<file path="src/rtl/sensor_monitor.sv">
`timescale 1ns/1ps
// sensor_monitor: N-channel debounced sensor monitor.
// Each channel filters its raw input, then a small per-channel FSM drives a
// registered detect flag in FOLLOW, STRETCH or LATCH mode. A saturating
// counter tallies filtered rising edges across all channels.
// Handshake: none. Inputs are level signals sampled on every rising CLK edge,
// and outputs are valid from the edge that produced them.
module sensor_monitor #(
   parameter int N     = 4,
   parameter int DEB   = 3,
   parameter int HOLD  = 8,
   parameter int CNT_W = 8
) (
   input  logic             CLK,
   input  logic             MR,
   input  logic [N-1:0]     x,
   input  logic [1:0]       mode,
   input  logic [N-1:0]     clr,
   input  logic             cnt_clr,
   output logic [N-1:0]     z,
   output logic             any,
   output logic [CNT_W-1:0] evt_cnt,
   output logic [2*N-1:0]   dbg_state
);

   typedef enum logic [1:0] {
      IDLE    = 2'd0,
      ACTIVE  = 2'd1,
      HOLDING = 2'd2,
      LATCHED = 2'd3
   } ch_state_t;

   localparam logic [3:0]       DEB_LAST  = 4'(DEB - 1);
   localparam logic [7:0]       HOLD_INIT = 8'(HOLD);
   localparam int               SW        = ((CNT_W > 6) ? CNT_W : 6) + 1;
   localparam logic [SW-1:0]    CNT_MAX   = SW'({CNT_W{1'b1}});

   ch_state_t        state_q [N];
   ch_state_t        state_d [N];
   logic [3:0]       deb_q   [N];
   logic [3:0]       deb_d   [N];
   logic [7:0]       hold_q  [N];
   logic [7:0]       hold_d  [N];
   logic [N-1:0]     f_q, f_d;
   logic [N-1:0]     rise, fall;
   logic [N-1:0]     z_q, z_d;
   logic [5:0]       rise_cnt;
   logic [SW-1:0]    sum;
   logic [CNT_W-1:0] evt_q, evt_d;
   logic             mode_stretch, mode_latch, mode_follow;

   // Mode 11 is not a real mode and behaves as FOLLOW.
   assign mode_stretch = (mode == 2'b01);
   assign mode_latch   = (mode == 2'b10);
   assign mode_follow  = ~mode_stretch & ~mode_latch;

   // Debounce: count consecutive samples that disagree with the filtered
   // level and toggle the level on the DEB-th one.
   always_comb begin
      f_d  = f_q;
      rise = '0;
      fall = '0;
      for (int i = 0; i < N; i++) begin
         deb_d[i] = '0;
         if (x[i] != f_q[i]) begin
            if (deb_q[i] == DEB_LAST) begin
               f_d[i]  = x[i];
               rise[i] = x[i];
               fall[i] = ~x[i];
            end else begin
               deb_d[i] = deb_q[i] + 4'd1;
            end
         end
      end
   end

   // Channel FSM next state; transitions use the filtered edges decided this
   // same clock, so z follows f with no extra cycle.
   always_comb begin
      for (int i = 0; i < N; i++) begin
         state_d[i] = state_q[i];
         hold_d[i]  = hold_q[i];
         case (state_q[i])
            IDLE: begin
               if (rise[i]) state_d[i] = ACTIVE;
            end
            ACTIVE: begin
               if (fall[i]) begin
                  if (mode_stretch) begin
                     if (HOLD_INIT != 8'd0) begin
                        state_d[i] = HOLDING;
                        hold_d[i]  = HOLD_INIT;
                     end else begin
                        state_d[i] = IDLE;
                     end
                  end else if (mode_latch) begin
                     state_d[i] = LATCHED;
                  end else begin
                     state_d[i] = IDLE;
                  end
               end
            end
            HOLDING: begin
               if (rise[i])               state_d[i] = ACTIVE;
               else if (mode_follow)      state_d[i] = IDLE;
               else if (hold_q[i] == 8'd1) state_d[i] = IDLE;
               else                       hold_d[i]  = hold_q[i] - 8'd1;
            end
            LATCHED: begin
               // f is low here; a rise goes back to ACTIVE and counts as an event.
               if (rise[i]) begin
                  state_d[i] = ACTIVE;
               end else if (mode_follow) begin
                  state_d[i] = IDLE;
               end else if (mode_stretch) begin
                  if (HOLD_INIT != 8'd0) begin
                     state_d[i] = HOLDING;
                     hold_d[i]  = HOLD_INIT;
                  end else begin
                     state_d[i] = IDLE;
                  end
               end else if (clr[i]) begin
                  state_d[i] = IDLE;
               end
            end
            default: state_d[i] = IDLE;
         endcase
         z_d[i] = (state_d[i] != IDLE);
      end
   end

   // Event counter next value: popcount of filtered rises, saturating.
   always_comb begin
      rise_cnt = '0;
      for (int i = 0; i < N; i++) begin
         rise_cnt = rise_cnt + 6'(rise[i]);
      end
      sum = SW'(evt_q) + SW'(rise_cnt);
      if (cnt_clr)            evt_d = '0;
      else if (sum > CNT_MAX) evt_d = {CNT_W{1'b1}};
      else                    evt_d = CNT_W'(sum);
   end

   // State register for filters, FSMs, detect flags and counter.
   always_ff @(posedge CLK) begin
      if (MR) begin
         f_q   <= '0;
         z_q   <= '0;
         evt_q <= '0;
         for (int i = 0; i < N; i++) begin
            state_q[i] <= IDLE;
            deb_q[i]   <= '0;
            hold_q[i]  <= '0;
         end
      end else begin
         f_q   <= f_d;
         z_q   <= z_d;
         evt_q <= evt_d;
         for (int i = 0; i < N; i++) begin
            state_q[i] <= state_d[i];
            deb_q[i]   <= deb_d[i];
            hold_q[i]  <= hold_d[i];
         end
      end
   end

   // Debug view of every channel state, two bits per channel.
   always_comb begin
      dbg_state = '0;
      for (int i = 0; i < N; i++) begin
         dbg_state[2*i +: 2] = state_q[i];
      end
   end

   assign z       = z_q;
   assign any     = |z_q;
   assign evt_cnt = evt_q;

endmodule

</file>
<file path="config.mk">
export PLATFORM = sky130hd
export DESIGN_NAME = sensor_monitor
export DESIGN_NICKNAME = d
export VERILOG_FILES = /design/src/rtl/sensor_monitor.sv
export SDC_FILE = /design/constraint.sdc
export NUM_CORES = 1
export LEC_CHECK = 0
export CORE_MARGIN = 2
export CORE_UTILIZATION = 53
export DETAILED_ROUTE_END_ITERATION = 8
export PLACE_DENSITY_LB_ADDON = 0.05
export SETUP_SLACK_MARGIN = 0.02
export SYNTH_ARGS = -nofsm -noshare
export SYNTH_HDL_FRONTEND = slang
export SYNTH_SLANG_ARGS = --single-unit
</file>
<file path="constraint.sdc">
create_clock -name CLK -period 3.05 [get_ports CLK]
set_input_delay 0.7625 -clock CLK [delete_from_list [all_inputs] [get_ports CLK]]
set_output_delay 0.7625 -clock CLK [all_outputs]
set_load 0.01 [all_outputs]
</file>
After elaboration in Yosys (flattened, before gate mapping)
Memory sizes are Yosys's and may differ from the RTL's.
Cells that the tools add are included.
{"block": "totals", "regBits": 16, "ramBits": 56, "in_bits": 13, "out_inout_bits": 21, "wordCells": 195, "mem_count": 3}
{"block": "classes", "add_sub_neg": 12, "order_cmp": 1, "eq_ne": 26, "muxes": 114, "bitwise": 19, "reduce_logical": 14}
{"memory": "hold_q", "depth": 4, "word_bits": 8, "rd": 4, "rd_ports_with_merged_regs": 0, "wr": 4, "line_no": "42", "rtl": "logic [7:0] hold_q [N];"}
{"memory": "deb_q", "depth": 4, "word_bits": 4, "rd": 4, "rd_ports_with_merged_regs": 0, "wr": 4, "line_no": "40", "rtl": "logic [3:0] deb_q [N];"}
{"memory": "state_q", "depth": 4, "word_bits": 2, "rd": 4, "rd_ports_with_merged_regs": 0, "wr": 4, "line_no": "38", "rtl": "ch_state_t state_q [N];"}
{"cell": "8-bit two-way mux", "n": 33}
{"cell": "8-bit case mux with 3 select lines", "n": 4}
{"cell": "2-bit two-way mux", "n": 42}
{"cell": "4-bit two-way mux", "n": 12}
{"cell": "8-bit by 1-bit == test with 1-bit output (second input constant)", "n": 4}
{"cell": "2-bit case mux with 4 select lines", "n": 4}
{"cell": "8-bit by 1-bit subtractor with 8-bit output (second input constant)", "n": 4}
{"cell": "1-bit two-way mux", "n": 19}
{"cell": "2-bit == test (second input constant)", "n": 9}
{"cell": "4-bit by 1-bit adder with 4-bit output (second input constant)", "n": 4}
{"cell": "4-bit by 2-bit == test with 1-bit output (second input constant)", "n": 4}
{"cell": "1-bit OR", "n": 12}
{"cell": "2-bit by 1-bit == test with 1-bit output (second input constant)", "n": 5}
{"cell": "8-bit by 4-bit adder with 9-bit output", "n": 1}
{"cell": "9-bit by 8-bit > comparator with 1-bit output (second input constant)", "n": 1}
{"cell": "2-bit zero test", "n": 4}
{"cell": "2-bit AND reduction", "n": 4}
{"cell": "2-bit nonzero test", "n": 4}
{"cell": "1-bit inverter", "n": 6}
{"cell": "3-bit by 1-bit adder with 4-bit output", "n": 1}
{"cell": "1-bit inequality test", "n": 4}
{"cell": "4-bit OR reduction", "n": 1}
{"cell": "2-bit by 1-bit adder with 3-bit output", "n": 1}
{"cell": "1-bit by 1-bit adder with 2-bit output", "n": 1}
{"cell": "other kinds (2)", "n": 2}

Logic depth before layout (Yosys ltp)
Gate-level depths: netlist of run 1.
An unclocked memory read counts as a cell.
{"block": "logic_depth", "ltp_word": 10, "depth_mapped": 14, "depth_no_buf": 13}

Worst setup path after synthesis of run 1
OpenSTA, ideal clock, no wires.
{"block": "synth_path", "kind": "register to register", "startpoint": "memory deb_q[0][0]", "endpoint": "register evt_q[6], in the netlist evt_cnt[6]", "setup_time_ns": 0.128, "arrival_ns": 2.811, "required_time_ns": 2.922, "slack_ns": 0.111, "stages_incl_launch_ff": 15, "n_path_buf": 1, "synth_period_minus_slack_ns": 2.939, "cell_sequence": "dfxtp_1 > inv_1 > ha_1 > or3b_1 > or3_1 > xnor2_1 > ha_1 > inv_1 > fa_1 > inv_1 > fa_1 > clkbuf_1 > nand3_1 > nor3b_1 > nor3_1"}
{"element": "start, declared", "line_no": "40"}
{"element": "end signal, assigned", "line_no": "158", "rtl": "evt_q <= evt_d;"}
{"element": "end, declared", "line_no": "49", "rtl": "logic [CNT_W-1:0] evt_q, evt_d;"}

Final worst setup path of run 1
{"block": "layout_path", "startpoint": "input x[0]", "endpoint": "register evt_q[6], in the netlist evt_cnt[6]"}
{"block": "layout_via", "elab_chain_cells": 8}
{"element": "start, declared", "line_no": "16", "rtl": "input logic [N-1:0] x,"}
{"element": "1-bit two-way mux or 1-bit inequality test (tied branches)", "line_no": "66, 65"}
{"element": "1-bit two-way mux *", "line_no": "65", "rtl": "if (x[i] != f_q[i]) begin"}
{"element": "1-bit by 1-bit adder with 2-bit output *", "line_no": "136", "rtl": "rise_cnt = rise_cnt + 6'(rise[i]);"}
{"element": "2-bit by 1-bit adder with 3-bit output *", "line_no": "136"}
{"element": "3-bit by 1-bit adder with 4-bit output *", "line_no": "136"}
{"element": "8-bit by 4-bit adder with 9-bit output *", "line_no": "138", "rtl": "sum = SW'(evt_q) + SW'(rise_cnt);"}
{"element": "9-bit by 8-bit > comparator with 1-bit output", "line_no": "140", "rtl": "else if (sum > CNT_MAX) evt_d = {CNT_W{1'b1}};"}
{"element": "8-bit two-way mux *", "line_no": "140"}
Every way passes the cells marked *; elsewhere a longest branch is shown, timed or not.
A chain may end at the register's enable or synchronous reset.

==> results.yml, run 1 <==
place:
  gp_congestion: 0.8744
  dpl_cell_area_mm2: 0.004649
  port_buffers: 33
  dp_hpwl_um: 6711
global_routing:
  antenna_found_initial: 0
  grt_pass1_vias: 3610
  grt_overflow_total: 0
  grt_pass1_wl_um: 16010
  track_usage_pct: 23.31
  grt_max_degree: 19
setup_path:
  critPathSlowestCell: "clkdlybuf4s50_1"
  required_ps: 3290
  critical_path_class: "in -> reg"
  crit_family: "adder cells"
  path_buf_inv: 4
  crit_path_max_incr_delay_ps: 470
  crit_path_end_kind: "flop"
  startpoint_type: "primary input"
  worst-path-max-fanout: 8
  crit_chain: "clkdlybuf4s50_1 > inv_1 > or3_4 > xnor2_1 > ha_1 > inv_1 > fa_2 > inv_2 > fa_2 > nand3_2 > nor3b_2 > nor3_1"
  reg2reg_slack_ps: 210
  arrival_ps: 3140
worst_hold_path:
  hold_path.class: "reg -> reg"
clock_tree:
  cts_tree: "done"
  htreeDepth: 3
  clkLatencyLatePin_ps: 350
  cts_root_buf: "clkbuf_8"
  clock_path_buffers: 2
  cts_sinks: 72
  clk_pin_slew_ps: 80
  cts_buffers: 9
  holdBufCountCts: 0
  postCtsSetupRepairBufs: 0
routing:
  vias: 3755
  route.detailed.drc: 0
  drt_iter0_markers: 140
  ant_nets: 0
  wl_per_cell_um: 14.15
  route.detailed.vias_per_inst: 5.742
  first_pass_iters: 4
  drt-total-wl_um: 9254
sta:
  rsz0062_at_grt: "no"
  finalClockSkew_ps: 5.676
  fin_crit_sh_pct: 95.00
  slew_headroom_pct: 55.42
  tns_ps: 0
  finalHoldViolations: 0
  fin_crit_ps: 2898
  max_freq_mhz: 345.1
  maxSlewViolCount: 0
  worstMarginPinSlew_ps: 666.6
  finalSetupViolCount: 0
die:
  core-area_mm2: 0.007292
  initial_core_util_pct: 55.27
  dieWidth_um: 91.20
  die-height_um: 91.20
  dieArea_mm2: 0.008317
  io_pins: 34
  rows: 31
logic_synthesis:
  async_reset_ff_share_pct: 0
  synth_area_leader_cell: "dfxtp_1"
  syn-num-nets: 529
  ys_top_cells_by_area: "dfxtp_1 (36%), ha_1 (7.5%), a21oi_1 (5.0%)"
  synth_top_area_share_pct: 35.77
  syn-mean-instance-area_um2: 8.225
  ys_types: 64
  netlist_area_mm2: 0.004030
  syn_inst: 490
  yosysWarnings: 0
  synth-seq-area-share_pct: 35.77
  synth-seq-cells: 72
  synthFlopType: "dfxtp_1"
  synth-edff-count: 0
cells_and_area:
  multi_input_area_mm2: 0.002406
  mostFrequentLayoutCell: "dfxtp_1"
  diodes: 0
  fill_cells: 635
  final_cell_mix: "dfxtp_1 (72), nor2_1 (51), a21oi_1 (40)"
  final_area_mm2: 0.004908
  area_growth_syn_to_layout_pct: 21.79
  nets: 589
  regArea_mm2: 0.001441
  drive_gt1_share_pct: 13.51
power:
  vdd_drop_max_mv: 0.2572
  powerDensity_mw_per_mm2: 410.9
  leakage_uw: 0.001828
run:
  cap_violations: 0
status:
  status: "completed"
-- worst paths after layout --
| check | from | to | depth (start not counted) |
|---|---|---|---|
| max | x[0] | evt_cnt[6]$_SDFF_PP0_ | 12 |
| min | deb_q[0][0]$_SDFF_PP0_ | deb_q[0][0]$_SDFF_PP0_ | 1 |
| max reg2reg | deb_q[0][0]$_SDFF_PP0_ | evt_cnt[6]$_SDFF_PP0_ | 13 |
| min reg2reg | deb_q[0][0]$_SDFF_PP0_ | deb_q[0][0]$_SDFF_PP0_ | 1 |
-- layer usage --
| layer | part of all wire, % | vias to the layer above | global-route usage, % |
|---|---|---|---|
| met1 | 47 | 1750 | 29.12 |
| met2 | 47 | 92 | 39.63 |
| met5 | 0 | - | 0 |
| met3 | 4.4 | 14 | 3.817 |
| li1 | - | 1899 | - |
| met4 | 1.8 | 0 | 10.10 |
-- layout make-up --
class                           instances  area share, %
Clock buffer                           12          3.365
Clock inverter                          4          1.504
Inverter                               32          2.447
Multi-Input combinational cell        369          49.02
Sequential cell                        72          29.37
Tap cell                               99          2.524
Timing Repair Buffer                   66          11.78
-- registers in the layout, indices dropped and copies added, names as in the netlist --
signal,flops
hold_q,32
state_q,8
z,4
deb_q,16
evt_cnt,8
f_q,4
-- metrics by stage --
step           setup slack [ps]  total power [uW]  std cells  hold slack (ps)  utilization [%]
3_5_place_dp             -352.0              1140        638            450.7            63.76
2_1_floorplan             111.4              1065        490            429.7                -
4_1_cts                   26.64              2042        654            469.6            67.04
3_3_place_gp             -282.8              1137        638            443.8            63.76
6_report                  152.5              2017        654            465.2            67.31
5_1_grt                   9.832              2090        654            483.5            67.31
-- repair_timing --
| item | 4_1_cts | 5_1_grt |
|---|---|---|
| hold endpoints to repair | 0 | 0 |
| gates resized for setup | 0 | 6 |
| endpoints found under the setup margin | 0 | 8 |
-- cell families (layout without fill, tap and decap cells) --
logic type      Yosys count  count (layout)  synth area share [%]
simple gates            204             204                 27.45
compound gates          122             122                 19.56
flops                    72              72                 35.77
buf+inv                  49             114                 5.030
fa+ha+maj                26              26                 8.445
xor+xnor                 15              15                 3.260
mux                       2               2                0.4968
-- synth_stat cells, types with 4 or more instances --
cell type  count
nor4_1         6
buf_2          6
a21oi_1       40
nor3_1        16
nor3b_1        6
a311oi_1       4
ha_1          24
nor4b_1        6
nand3_1       15
inv_1         32
xnor2_1        6
and3_1         5
o31ai_1       10
nand4_1        8
a31oi_1        8
nand2_1       35
clkbuf_1       6
or2_2          7
nand2b_1      10
o311ai_0       4
xor2_1         9
or4_1          9
o21ai_0       27
nor2_1        51
or3_1          6
nor2b_1        6
dfxtp_1       72
-- power breakdown --
part | total [uW] | switching (uW) | internal (uW)
sequential | 967 | 14.2 | 952
combinational | 153 | 80.8 | 72.6
clock | 897 | 368 | 529
total | 2020 | 463 | 1550
Note: power is estimated with default switching activity, not from simulation.
==> run 2: changes to the inputs <==
Settings changed: CORE_UTILIZATION 53 to 57, DONT_BUFFER_PORTS set to 1.
==> run 2 against run 1 <==
  * Core utilization decreased by 2.6 points
  * Critical endpoint is now evt_cnt[2]$_SDFF_PP0_
  * Clock skew increased by 4.0 ps
  * Sequential power is essentially flat
  * Flip-flop and latch count unchanged
  * Cell count fell by 8.9%
==> results.yml, run 2 (synthesized netlist as in run 1, its figures left out) <==
place:
  dp_worst_setup_slack_ps: 58.50
  dp_hpwl_um: 6359
  gp_congestion: 0.8903
  port_buffers: 0
sta:
  finalHoldViolations: 0
  finalClockSkew_ps: 9.700
  rsz0062_at_grt: "no"
  setup_ws_ps: 169.1
  worstMarginPinSlew_ps: 724.9
  fin_crit_ps: 2881
  fin_crit_sh_pct: 94.45
  finalSetupViolCount: 0
  tns_ps: 0
  slew_headroom_pct: 51.23
  maxSlewViolCount: 0
  max_freq_mhz: 347.1
  whs_ps: 433.4
setup_path:
  crit_path_max_incr_delay_ps: 410
  timing.rr.end: "evt_cnt[2]$_SDFF_PP0_"
  path_buf_inv: 4
  reg2reg_depth: 13
  crit_path_start: "deb_q[0][0]$_SDFF_PP0_"
  critical_path_class: "reg -> reg"
  arrival_ps: 3130
  reg2reg_slack_ps: 170
  crit_family: "adder cells"
  crit_path_end_kind: "flop"
  startpoint_type: "flop"
  worst-path-max-fanout: 7
  critPathSlowestCell: "fa_2"
  required_ps: 3300
  reg2reg_from: "deb_q[0][0]$_SDFF_PP0_"
  crit_chain: "inv_1 > ha_1 > or3b_1 > or3_4 > xnor2_2 > ha_1 > inv_1 > fa_2 > inv_2 > fa_2 > buf_4 > o21ai_0 > nor2_1"
clock_tree:
  cts_sinks: 72
  clk_pin_slew_ps: 80
  holdBufCountCts: 0
  clock_path_buffers: 2
  clkLatencyLatePin_ps: 350
  htreeDepth: 3
  cts_buffers: 9
  cts_tree: "done"
  cts_root_buf: "clkbuf_8"
routing:
  route.detailed.drc: 0
  ant_nets: 0
  wl_per_cell_um: 15.23
  drt_iter0_markers: 226
  route.detailed.vias_per_inst: 6.029
  vias: 3593
  drt-total-wl_um: 9080
  first_pass_iters: 5
cells_and_area:
  reg_top3: "hold_q x32, deb_q x16"
  largest_register: "hold_q"
  area_growth_syn_to_layout_pct: 9.717
  fill_cells: 614
  largest_register_ff_count: 32
  regArea_mm2: 0.001444
  multi_input_area_mm2: 0.002414
  final_cell_mix: "dfxtp_1 (70), nor2_1 (51), a21oi_1 (40)"
  diodes: 0
  drive_gt1_share_pct: 11.20
  mostFrequentLayoutCell: "dfxtp_1"
  nets: 534
power:
  vdd_drop_max_mv: 0.2256
  comb_power_share_pct: 5.0
  seqPwrFrac_pct: 48.6
  internal_power_uw: 1536
  powerDensity_mw_per_mm2: 451.4
  p_total_uw: 1996
  p_sw_uw: 459.4
  switching_share_pct: 23.02
  p_clk_share_pct: 46.5
  leakage_uw: 0.001617
status:
  status: "completed"
worst_hold_path:
  hold-path-endpoint: "deb_q[0][0]$_SDFF_PP0_"
  min_from: "deb_q[0][0]$_SDFF_PP0_"
  whs_path_depth: 1
  hold_path.class: "reg -> reg"
die:
  initial_core_util_pct: 58.99
  dieArea_mm2: 0.007759
  io_pins: 34
  rows: 30
  core-area_mm2: 0.006832
  die-height_um: 88.09
  dieWidth_um: 88.09
global_routing:
  grt_pass1_vias: 3180
  grt_overflow_total: 0
  track_usage_pct: 23.83
  grt_max_degree: 41
  antenna_found_initial: 0
  grt_pass1_wl_um: 14760
run:
  cap_violations: 0
[run 2: changes by cell type in the layout (fill, tap and decap cells not counted)]
cell / delta
clkdlybuf4s50_1: -33
dfxtp_1: -2
clkbuf_8: -3
clkinv_2: +1
dfxtp_2: +2
buf_4: -22
xnor2_1: -1
bufinv_16: +1
clkinv_4: +1
xnor2_2: +1
[run 2: worst max-delay path by stage]
stage | endpoint | cells after the start | slack (ps)
5_1_grt | evt_cnt[6]$_SDFF_PP0_ | 13 | 4
2_1_floorplan | evt_cnt[6]$_SDFF_PP0_ | 14 | 110
3_5_place_dp | evt_cnt[6]$_SDFF_PP0_ | 13 | 60
4_1_cts | evt_cnt[6]$_SDFF_PP0_ | 13 | 50
6_report | evt_cnt[2]$_SDFF_PP0_ | 13 | 170
3_3_place_gp | evt_cnt[6]$_SDFF_PP0_ | 13 | 150
[run 2: power by group through the flow]
stage	combinational [uW]	clock, uW	sequential, uW
floorplan	78.6	0	986
CTS	97.3	941	969
global placement	94.9	0	990
finish	99.3	927	969
global route	113	972	972
detailed placement	96.8	0	991
[run 2: final cells by class]
cell class	count	share of cell area, %
Clock buffer	9	2.801
Clock inverter	7	2.660
Sequential cell	72	32.65
Inverter	32	2.716
Tap cell	96	2.716
Timing Repair Buffer	11	1.868
Multi-Input combinational cell	369	54.58
[run 2: worst reg2reg max path, delay by kind of cell (launching register included)]
| family | cells | cell delay (ps) |
|---|---|---|
| AND/OR/NAND/NOR | 3 | 780 |
| adder cells (fa/ha/maj) | 4 | 1030 |
| AO/OA/AOI/OAI | 1 | 140 |
| buffers and inverters | 4 | 330 |
| flip-flops | 1 | 340 |
| XOR/XNOR | 1 | 150 |
[run 2: layer usage]
| metal | global-route usage (%) | vias to the layer above | wire, um |
|---|---|---|---|
| met2 | 37.19 | 90 | 4114 |
| met1 | 32.28 | 1695 | 4311 |
| met3 | 6.692 | 14 | 540 |
| li1 | - | 1794 | - |
| met5 | 0 | - | 0 |
| met4 | 7.300 | 0 | 112 |
[run 2: metrics by stage]
stage / utilization (%) / area [um2] / instances
floorplan: - / 4030 / 490
global placement: 60.64 / 4143 / 579
detailed placement: 60.64 / 4143 / 579
CTS: 64.18 / 4384 / 595
global route: 64.73 / 4422 / 596
finish: 64.73 / 4422 / 596
[run 2: what timing repair did]
item | CTS | global route
endpoints found under the setup margin | 0 | 8
gates resized for setup | 0 | 9
setup buffers | 0 | 1
==> run 3: changes to the inputs <==
Settings changed: CORE_UTILIZATION 57 to 61.
Clock period 3.05 ns to 2.66 ns, I/O delays scaled along.
==> run 3 against run 2 <==
  * The flow now finishes with violations (negative setup slack)
  * Highest routed layer unchanged
  * Cell area rose by 1.5%
  * Cell count down 1.0%
  * Fmax is 3.3% higher
  * Clock skew up 0.52 ps
  * Clock power shrank 1%
  * Worst setup slack lost 300 ps
  * Largest power group unchanged
  * Total power rose by 8.0%
  * Sequential power is 15% higher
==> results.yml, run 3 (synthesized netlist as in run 1, its figures left out) <==
status:
  status: "complete, but fails checks"
  violations: "negative setup slack"
cells_and_area:
  drive_gt1_share_pct: 14.04
  diodes: 0
  reg_top3: "hold_q x32, deb_q x16"
  mostFrequentLayoutCell: "dfxtp_1"
  fill_cells: 537
  largest_register_ff_count: 32
  largest_register: "hold_q"
  final_cell_mix: "dfxtp_1 (71), nor2_1 (51), a21oi_1 (40)"
  utilization_pct: 70.26
  area_growth_syn_to_layout_pct: 11.33
  nets: 548
clock_tree:
  clkLatencyLatePin_ps: 360
  clk_pin_slew_ps: 80
  cts_sinks: 72
  cts_root_buf: "clkbuf_8"
  cts_tree: "done"
  htreeDepth: 3
  clock_path_buffers: 2
  cts_buffers: 9
setup_path:
  critical_path_class: "reg -> reg"
  reg2reg_depth: 13
  worst-path-max-fanout: 8
  crit_path_start: "deb_q[0][0]$_SDFF_PP0_"
  reg2reg_from: "deb_q[0][0]$_SDFF_PP0_"
  arrival_ps: 3030
  reg2reg_slack_ps: -130
  timing.rr.end: "evt_cnt[6]$_SDFF_PP0_"
  crit_path_end_kind: "flop"
  required_ps: 2900
  startpoint_type: "flop"
  crit_path_end: "evt_cnt[6]$_SDFF_PP0_"
die:
  core-area_mm2: 0.006386
  io_pins: 34
  initial_core_util_pct: 63.11
  rows: 29
  die-height_um: 85.28
  dieArea_mm2: 0.007273
  dieWidth_um: 85.28
global_routing:
  grt_max_degree: 41
  grt_overflow_total: 0
  track_usage_pct: 25.96
  grt_pass1_vias: 3416
  antenna_found_initial: 0
  grt_pass1_wl_um: 15430
sta:
  fin_crit_sh_pct: 104.8
  finalHoldViolations: 0
  fin_crit_ps: 2788
  finalSetupViolCount: 8
  worstMarginPinSlew_ps: 622.1
  slew_headroom_pct: 58.15
  maxSlewViolCount: 0
  whs_ps: 363.9
  finalClockSkew_ps: 10.22
  setup_ws_ps: -127.6
  max_freq_mhz: 358.7
  rsz0062_at_grt: "yes"
power:
  leakage_uw: 0.001670
  powerDensity_mw_per_mm2: 480.4
  vdd_drop_max_mv: 0.4707
  p_total_uw: 2156
routing:
  vias: 3619
  wl_per_cell_um: 15.42
  ant_nets: 0
  drt-total-wl_um: 9100
  route.detailed.vias_per_inst: 6.134
  drt_iter0_markers: 144
  first_pass_iters: 4
  route.detailed.drc: 0
run:
  cap_violations: 0
place:
  gp_congestion: 0.9247
  dp_hpwl_um: 6414
  port_buffers: 0
  dp_worst_setup_slack_ps: -136.8
worst_hold_path:
  hold_path.class: "in -> reg"
  min_from: "MR"
==> run 3: cell count changes in the layout (fill, tap and decap cells not counted), moves of 2 or more <==
cell       previous run  this run
inv_1                31        29
buf_4                11        25
inv_2                 1         3
clkbuf_8              9        12
clkinv_2              2         0
bufinv_16             3         1
==> run 3: cell type report <==
cell class	instances	area, um2	share of cell area, %
Clock buffer	13	168.9	3.765
Multi-Input combinational cell	369	2434	54.24
Sequential cell	72	1443	32.15
Tap cell	77	96.34	2.147
Inverter	32	120.1	2.677
Clock inverter	2	37.54	0.8366
Timing Repair Buffer	25	187.7	4.183
==> run 3: metrics by stage <==
stage,std cells,setup TNS (ps),cell area [um2]
after floorplan,490,-479.8,4064
after global placement,573,-249.5,4240
after detailed placement,573,-530.5,4240
after CTS,588,-573.3,4467
after global routing,590,-1718,4487
final,590,-715.3,4487
==> run 3: metal layers <==
metal  part of all wire (%)  global-route usage [%]  wire (um)  vias to the layer above
met4                    2.0                   11.11        184                        0
li1                       -                       -          -                     1812
met1                     43                   32.12       3947                     1698
met2                     49                   43.68       4421                       94
met3                    6.0                   5.447        546                       15
met5                      0                       0          0                        -
==> run 3: worst min path at each step <==
stage,slack [ps],to,cells past startpoint
global route,360,hold_q[1][4]$_SDFFE_PP0P_,1
global placement,440,deb_q[2][0]$_SDFF_PP0_,1
CTS,360,hold_q[1][4]$_SDFFE_PP0P_,1
detailed placement,450,deb_q[1][0]$_SDFF_PP0_,1
floorplan,420,deb_q[0][0]$_SDFF_PP0_,1
finish,360,hold_q[1][4]$_SDFFE_PP0P_,1
==> run 3: timing repair <==
item,in CTS,in global routing
hold buffers,0,0
resized for setup,3,2
pin swaps,3,4
endpoints found under the setup margin,8,11
buffers inserted,0,2
==> run 3: worst max-delay path, cell delays in order, from the launching register on <==
cell and delay, ps:
dfxtp_2 330, inv_2 60, ha_4 120, or3b_4 370
or3_4 350, xnor2_2 140, ha_1 290, inv_2 40
fa_2 320, inv_2 70, fa_2 290, nand3_2 90
nor3b_2 160, nor3_1 60
==> run 3: report_power, final <==
| part | switching, uW | internal [uW] | leakage [uW] |
|---|---|---|---|
| clock network | 411 | 506 | 0.000102 |
| registers | 18.8 | 1090 | 0.000582 |
| logic | 72.0 | 55.9 | 0.000986 |
| total | 501 | 1650 | 0.00167 |
